## src/rtl/shift_add_multiplier_if.sv

```systemverilog
// Operation bus for the shift-add multiplier: start + operands in, status + product out.
// Latency: none, this is wiring only.
// Backpressure: none; the requester watches busy/done before issuing start.
interface shift_add_multiplier_if;
  logic       start;
  logic [3:0] multiplicand;
  logic [3:0] multiplier;
  logic       busy;
  logic       done;
  logic [7:0] product;

  // Requester side: issues operations and reads results
  modport master (
    output start, multiplicand, multiplier,
    input  busy, done, product
  );

  // Multiplier side: accepts operations and returns results
  modport slave (
    input  start, multiplicand, multiplier,
    output busy, done, product
  );
endinterface

```

## src/rtl/shift_add_multiplier.sv

```systemverilog
// Sequential 4x4 unsigned shift-add multiplier driving one 4-bit adder per iteration.
// Latency: start at edge k -> busy after k..k+3, product valid with one-cycle done after k+4.
// Backpressure: start is only accepted in IDLE or DONE; it is ignored while busy.

// Plain 4-bit ripple adder; the multiplier keeps its carry-out in the shift chain.
module FourBitAdder (
  input  logic [3:0] a,
  input  logic [3:0] b,
  input  logic       cin,
  output logic [3:0] sum,
  output logic       cout
);
  assign {cout, sum} = {1'b0, a} + {1'b0, b} + {4'b0000, cin};
endmodule

module shift_add_multiplier (
  input  logic                 clk,
  input  logic                 rst_n,
  shift_add_multiplier_if.slave bus
);
  typedef enum logic [1:0] {
    S_IDLE = 2'd0,
    S_RUN  = 2'd1,
    S_DONE = 2'd2
  } state_t;

  state_t     r_state;
  logic [3:0] r_m;
  logic [3:0] r_a;
  logic [3:0] r_q;
  logic       r_c;
  logic [1:0] r_cnt;
  logic       r_busy;
  logic       r_done;
  logic [7:0] r_product;

  logic [3:0] w_sum;
  logic       w_cout;
  logic [4:0] w_acc;
  logic [3:0] w_a_shift;
  logic [3:0] w_q_shift;
  logic       w_load;

  // Partial-product add: A + M, carry-in unused
  FourBitAdder u_adder (
    .a    (r_a),
    .b    (r_m),
    .cin  (1'b0),
    .sum  (w_sum),
    .cout (w_cout)
  );

  // Conditional add on Q[0]; C is always cleared by the previous shift, so {C,A} is {0,A}
  assign w_acc     = r_q[0] ? {w_cout, w_sum} : {r_c, r_a};
  // Right shift of {C,A,Q}: zero enters C, carry drops into A[3], A[0] drops into Q[3]
  assign w_a_shift = w_acc[4:1];
  assign w_q_shift = {w_acc[0], r_q[3:1]};

  assign w_load = bus.start && ((r_state == S_IDLE) || (r_state == S_DONE));

  // Control FSM and datapath; all outputs come straight from registers
  always_ff @(posedge clk or negedge rst_n) begin
    if (!rst_n) begin
      r_state   <= S_IDLE;
      r_m       <= 4'h0;
      r_a       <= 4'h0;
      r_q       <= 4'h0;
      r_c       <= 1'b0;
      r_cnt     <= 2'd0;
      r_busy    <= 1'b0;
      r_done    <= 1'b0;
      r_product <= 8'h00;
    end else begin
      case (r_state)
        S_IDLE, S_DONE: begin
          r_done <= 1'b0;
          if (w_load) begin
            r_m     <= bus.multiplicand;
            r_q     <= bus.multiplier;
            r_a     <= 4'h0;
            r_c     <= 1'b0;
            r_cnt   <= 2'd0;
            r_busy  <= 1'b1;
            r_state <= S_RUN;
          end else begin
            r_busy  <= 1'b0;
            r_state <= S_IDLE;
          end
        end
        S_RUN: begin
          r_a   <= w_a_shift;
          r_q   <= w_q_shift;
          r_c   <= 1'b0;
          r_cnt <= r_cnt + 2'd1;
          if (r_cnt == 2'd3) begin
            // Fourth iteration: publish the post-shift {A,Q}
            r_product <= {w_a_shift, w_q_shift};
            r_busy    <= 1'b0;
            r_done    <= 1'b1;
            r_state   <= S_DONE;
          end
        end
        default: begin
          r_busy  <= 1'b0;
          r_done  <= 1'b0;
          r_state <= S_IDLE;
        end
      endcase
    end
  end

  assign bus.busy    = r_busy;
  assign bus.done    = r_done;
  assign bus.product = r_product;
endmodule

```

## src/flat_wrapper.sv

```systemverilog
// flat-port wrapper written by rule: the top's interface ports become plain ports
module shift_add_multiplier_flat 
  (clk, rst_n, bus_start, bus_multiplicand, bus_multiplier, bus_busy, bus_done, bus_product);
  shift_add_multiplier_if bus_i ();
  input  logic clk;
  input  logic rst_n;
  input wire logic [$bits(bus_i.start)-1:0] bus_start;
  input wire logic [$bits(bus_i.multiplicand)-1:0] bus_multiplicand;
  input wire logic [$bits(bus_i.multiplier)-1:0] bus_multiplier;
  output wire logic [$bits(bus_i.busy)-1:0] bus_busy;
  output wire logic [$bits(bus_i.done)-1:0] bus_done;
  output wire logic [$bits(bus_i.product)-1:0] bus_product;
  assign bus_i.start = bus_start;
  assign bus_i.multiplicand = bus_multiplicand;
  assign bus_i.multiplier = bus_multiplier;
  assign bus_busy = bus_i.busy;
  assign bus_done = bus_i.done;
  assign bus_product = bus_i.product;
  shift_add_multiplier u_core (.clk(clk), .rst_n(rst_n), .bus(bus_i));
endmodule
```

## config.mk

```make
export PLATFORM = sky130hd
export DESIGN_NAME = shift_add_multiplier_flat
export DESIGN_NICKNAME = d
export VERILOG_FILES = /design/src/rtl/shift_add_multiplier_if.sv /design/src/rtl/shift_add_multiplier.sv /design/src/flat_wrapper.sv
export SDC_FILE = /design/constraint.sdc
export NUM_CORES = 1
export LEC_CHECK = 0
export ABC_AREA = 1
export ABC_CLOCK_PERIOD_IN_PS = 3300
export CAP_MARGIN = 20
export CORE_MARGIN = 1
export CORE_UTILIZATION = 45
export CTS_CLUSTER_DIAMETER = 100
export DETAILED_ROUTE_END_ITERATION = 12
export PLACE_DENSITY_LB_ADDON = 0.25
export SLEW_MARGIN = 0
export SYNTH_ARGS = -nofsm -noshare
export SYNTH_HDL_FRONTEND = slang
export SYNTH_SLANG_ARGS = --single-unit
```

## constraint.sdc

```tcl
create_clock -name clk -period 3.3 [get_ports clk]
set_input_delay 0.825 -clock clk [delete_from_list [all_inputs] [get_ports clk]]
set_output_delay 0.825 -clock clk [all_outputs]
set_load 0.01 [all_outputs]
```

After elaboration in Yosys (flattened, before gate mapping)
Index checks and enable logic that the tools add are counted.
{"block": "op_classes", "n_reduce_logical": 8, "mux": 17, "add_sub_neg": 2, "n_eq_ne": 5}
{"op": "4-bit case mux with 2 select lines", "n": 2}
{"op": "4-bit 2-to-1 mux", "n": 2}
{"op": "2-bit case mux with 2 select lines", "n": 2}
{"op": "1-bit 2-to-1 mux", "n": 6}
{"op": "2-bit AND reduction", "n": 3}
{"op": "4-bit by 4-bit adder with 5-bit output", "n": 1}
{"op": "5-bit 2-to-1 mux", "n": 1}
{"op": "2-bit == test (second input constant)", "n": 2}
{"op": "2-bit 2-to-1 mux", "n": 2}
{"op": "2-bit by 1-bit inequality test with 1-bit output (second input constant)", "n": 2}
{"op": "1-bit case mux with 2 select lines", "n": 2}
{"op": "2-bit by 1-bit adder with 2-bit output (second input constant)", "n": 1}
{"op": "2-bit by 1-bit == test with 1-bit output (second input constant)", "n": 1}
{"op": "2-bit logical NOT", "n": 1}
{"op": "2-bit nonzero test", "n": 1}
{"op": "2-bit OR reduction", "n": 1}
{"op": "1-bit logical AND", "n": 1}
{"op": "1-bit logical OR", "n": 1}
{"block": "word_totals", "register_bits": 27, "out_inout_bits": 10, "elab_cells": 41, "input_bits": 11}

Depth between registers and ports, before layout
{"block": "logic_depth", "ltp_word": 5, "ltp_mapped": 7, "ltp_nobuf": 7}

Cells and area by module
From an unflattened synthesis, not the netlist that was laid out.
{"block": "unflattened", "hier_cells": 156, "hier_area_um2": 1257.5}
{"mod": "shift_add_multiplier", "area_each_um2": 1092.3, "seq_area_each_um2": 625.6, "cells_each": 131, "instances": 1}
{"mod": "FourBitAdder", "area_each_um2": 165.2, "seq_area_each_um2": 0.0, "cells_each": 25, "instances": 1}

Least setup slack after synthesis
OpenSTA, ideal clock, no wires.
{"block": "synth_timing", "path_type": "reg-to-reg", "start": "register u_core.r_a[0]", "end": "register u_core.r_product[5] (netlist: u_core.bus.product[5])", "required_time_ns": 3.173, "arrival_ns": 1.332, "setup_slack_ns": 1.841, "synth_period_minus_slack_ns": 1.459, "n_path_buf": 0, "setup_time_ns": 0.127, "stages_incl_launch_ff": 7, "path_cell_list": "dfrtp_1 > ha_1 > fa_1 > xnor2_1 > nand2_1 > o21ai_0 > o21ai_0"}
{"block": "synth_between", "elab_chain_cells": 2}
{"item": "from (decl)", "line": "shift_add_multiplier.sv:29", "source": "logic [3:0] r_a;"}
{"item": "from (signal assigned)", "line": "shift_add_multiplier.sv:91", "source": "r_a <= w_a_shift;"}
{"item": "4-bit by 4-bit adder with 5-bit output", "line": "shift_add_multiplier.sv:13", "source": "assign {cout, sum} = {1'b0, a} + {1'b0, b} + {4'b0000, cin};"}
{"item": "5-bit 2-to-1 mux", "line": "shift_add_multiplier.sv:54", "source": "assign w_acc = r_q[0] ? {w_cout, w_sum} : {r_c, r_a};"}
{"item": "to (signal assigned)", "line": "shift_add_multiplier.sv:97", "source": "r_product <= {w_a_shift, w_q_shift};"}
{"item": "to (decl)", "line": "shift_add_multiplier.sv:35", "source": "logic [7:0] r_product;"}
Every way passes these cells.
A chain may end at the register's enable or synchronous reset.

Worst setup path after layout
{"block": "layout_timing", "start": "register u_core.r_done (netlist: u_core.bus.done)", "end": "output bus_done"}
{"item": "from (decl)", "line": "shift_add_multiplier.sv:34", "source": "logic r_done;"}
{"item": "from (signal assigned)", "line": "shift_add_multiplier.sv:71", "source": "r_done <= 1'b0;"}
{"item": "from (signal assigned)", "line": "shift_add_multiplier.sv:76", "source": "r_done <= 1'b0;"}
{"item": "from (signal assigned)", "line": "shift_add_multiplier.sv:99", "source": "r_done <= 1'b1;"}
{"item": "to (decl)", "line": "flat_wrapper.sv:11", "source": "output wire logic [$bits(bus_i.done)-1:0] bus_done;"}
No word-level cell between the ends.

==> metrics.csv <==
metric,value,unit
achievable clock frequency,0.455,GHz
WHS Endpoint,u_core.bus.product[5],
max_slew headroom,79.2,%
most numerous cell in the Yosys netlist,dfrtp_1,
"EDFF count, synth",0,
mapped cell area,1190,µm²
"Distinct cells, synth",26,
Post-Syn Nets,131,
cts hold-fix bufs,0,
hold path cells,2,
met1 Use GR,24.5,%
"FFs w/ async S/R, synth",100,%
Slew @ Worst Pin,0.312,ns
post-route cell area,1450,µm²
Max clock buf depth,2,
CTS tree,done,
DRT iter0 DRCs,5,
Worst Slack Setup Final,1.10,ns
"Buf+Inv Stages, Crit Path",1,
Peak supply drop,0.000657,V
Hold Slack,0.498,ns
HPWL after DPL,1590,µm
# diodes,0,
Yosys top cell by area,dfrtp_1,
Lkg Pwr,0.678,nW
CTS Buf Count,3,
met2 usage,26.7,%
Ports,21,
Synth Flop Type,dfrtp_1,
final setup vio count,0,
Syn Inst Count,114,
Hold Path Class,flop to flop,
DR pass1 iterations,4,
fill count,229,
Core Box Area,2500,µm²
Die Area,2860,µm²
clk slew on worst S/H paths,0.15,ns
share of layout cells above drive strength 1,14.6,%
Total Negative Setup Slacks,0,ns
CP Cell Sequence,clkdlybuf4s50_1,
htree depth,1,
hold wc startpoint,u_core.bus.product[5],
die outline height,53.5,µm
crit path capture type,primary output,
syn_area_per_cell,10.5,µm²
R2R Setup Slk,1.62,ns
"top cells by count, synth","dfrtp_1 (25), nand2_1 (24), o21ai_0 (9), inv_1 (8), nand3_1 (7)",
P&R area growth vs syn,21.7,%
global-route congestion overflow total,0,
"Hold Violations, Final",0,
postcts setup bufs,0,
M3 GR Usage,6.03,%
"Period Utilization, post-route",66.7,%
drt drc,0,
post-cts sizing count,0,
Routed WL,2060,µm
Critical Path RT,2.47,ns
CTS Sinks,25,
Yosys top cell area share,52.5,%
Yosys reg bits,25,
CP peak stage delay,0.57,ns
RSZ-0062 raised after global routing,no,
Root Driver,clkbuf_4,
largest net degree at the start of global routing,26,
max-slew violations,0,
Die W,53.5,µm
first-pass GRT wire length,3530,µm
clk_skew,0.0144,ns
Pwr per Cell Area,1010,nW/µm²
status,"finished, final reports clean",
starting density of the core,47.7,%
worst-skew pair later-pin latency,0.33,ns
Setup WS pre-CTS,1.34,ns
Nets,155,
Worst path slowest cell,clkdlybuf4s50_1,
Max-Cap Viols,0,
vias in the first global route,799,
initial antenna violation count,0,
reg-to-reg critical path endpoint,u_core.r_a[3],
Ys Warns,0,
min Tclk post-route,2.20,ns
Crit Reg-Reg Startpoint,u_core.r_a[0],
Rows,18,
top cell family by delay on the critical path,buffers and inverters,
routed length per instance,12.4,µm
crit path kind,flop to primary output,
DP Area,1420,µm²
CP arrival,1.37,ns
via count,855,
gpl congestion,0.797,
Via-to-Cell Ratio,5.12,
sequential area share after synthesis,52.5,%
Worst Setup Start Kind,flop,
Buffers on Ports,20,
Reg2Reg Depth,6,
gr busiest metal,met2,
Crit Path Max Fanout,2,
post-route ant nets,0,
overall routing resource usage,17.7,%
synth top area cells,"dfrtp_1 (52%), nand2_1 (7.6%), ha_1 (5.2%)",
[worst max path at each step]
stage | from | end | slack (ns) | cells past startpoint
floorplan | u_core.r_a[0] | u_core.bus.product[5] | 1.84 | 6
global placement | bus_start | u_core.r_m[0] | 1.35 | 3
detailed placement | bus_start | u_core.r_m[0] | 1.34 | 3
CTS | u_core.bus.done | bus_done | 1.09 | 1
global route | u_core.bus.done | bus_done | 1.03 | 1
finish | u_core.bus.done | bus_done | 1.10 | 1
[per-stage QoR]
stage | total power, W | std cells | util [%]
after floorplan | 0.00110 | 114 | -
after global placement | 0.00131 | 163 | 56.9
after detailed placement | 0.00134 | 163 | 56.9
after CTS | 0.00148 | 167 | 58.1
after global routing | 0.00161 | 167 | 58.1
final | 0.00147 | 167 | 58.1
[metal layers]
metal | up-vias | wire length [µm]
met5 | - | 0
met4 | 0 | 14
met3 | 2 | 97
met2 | 21 | 943
met1 | 406 | 1010
li1 | 426 | -
[cell usage in the layout, fill, tap and decap left out, drive strengths merged]
cell type      netlist  final
fa                   1      1
nand3                7      7
dfrtp               25     25
o21ai               12     12
nor2                 7      7
o22ai                4      4
or2                  1      1
nand2               27     27
xnor2                1      1
ha                   5      5
clkbuf               0      3
o211ai               1      1
inv                 11     11
a21oi                4      4
clkinvlp             0      1
clkdlybuf4s50        0     20
a22o                 1      1
mux2                 4      4
buf                  2      1
o31a                 1      1
[power breakdown]
group | leakage [nW] | internal [W] | switching (W)
Combinational | 0.355 | 0.000354 | 0.000411
Clock | 0.0139 | 0.0000464 | 0.0000938
Sequential | 0.309 | 0.000453 | 0.000110
[cell families after synthesis]
logic type,Yosys count,share of synthesized area [%]
compound gates,23,12.5
xor+xnor,1,0.735
simple gates,42,18.2
flops,25,52.5
mux,4,3.78
fa+ha+maj,6,6.93
buf+inv,13,5.46
[final cells by class]
class                           count  area, µm²  share of cell area [%]
Sequential cell                    25        626                    43.1
Timing Repair Buffer               21        208                    14.3
Multi-Input combinational cell     76        502                    34.6
Clock buffer                        3       22.5                    1.55
Clock inverter                      1       7.51                   0.517
Inverter                           11       48.8                    3.36
Tap cell                           30       37.5                    2.59
[flip-flops by register name, indices dropped and copies added, names as in the netlist]
| name | count |
|---|---|
| u_core.r_a | 4 |
| u_core.r_cnt | 2 |
| u_core.bus.busy | 1 |
| u_core.bus.product | 8 |
| u_core.r_m | 4 |
| u_core.r_q | 4 |
| u_core.r_state | 1 |
| u_core.bus.done | 1 |
[tightest hold or removal path, delay by kind of cell (launching register included)]
family / cells / cell delay (ns)
AOI/OAI and AO/OA: 1 / 0.05
and+or+nand+nor: 1 / 0.05
DFF: 1 / 0.37
No activity file was read; power rests on OpenSTA's default activity.
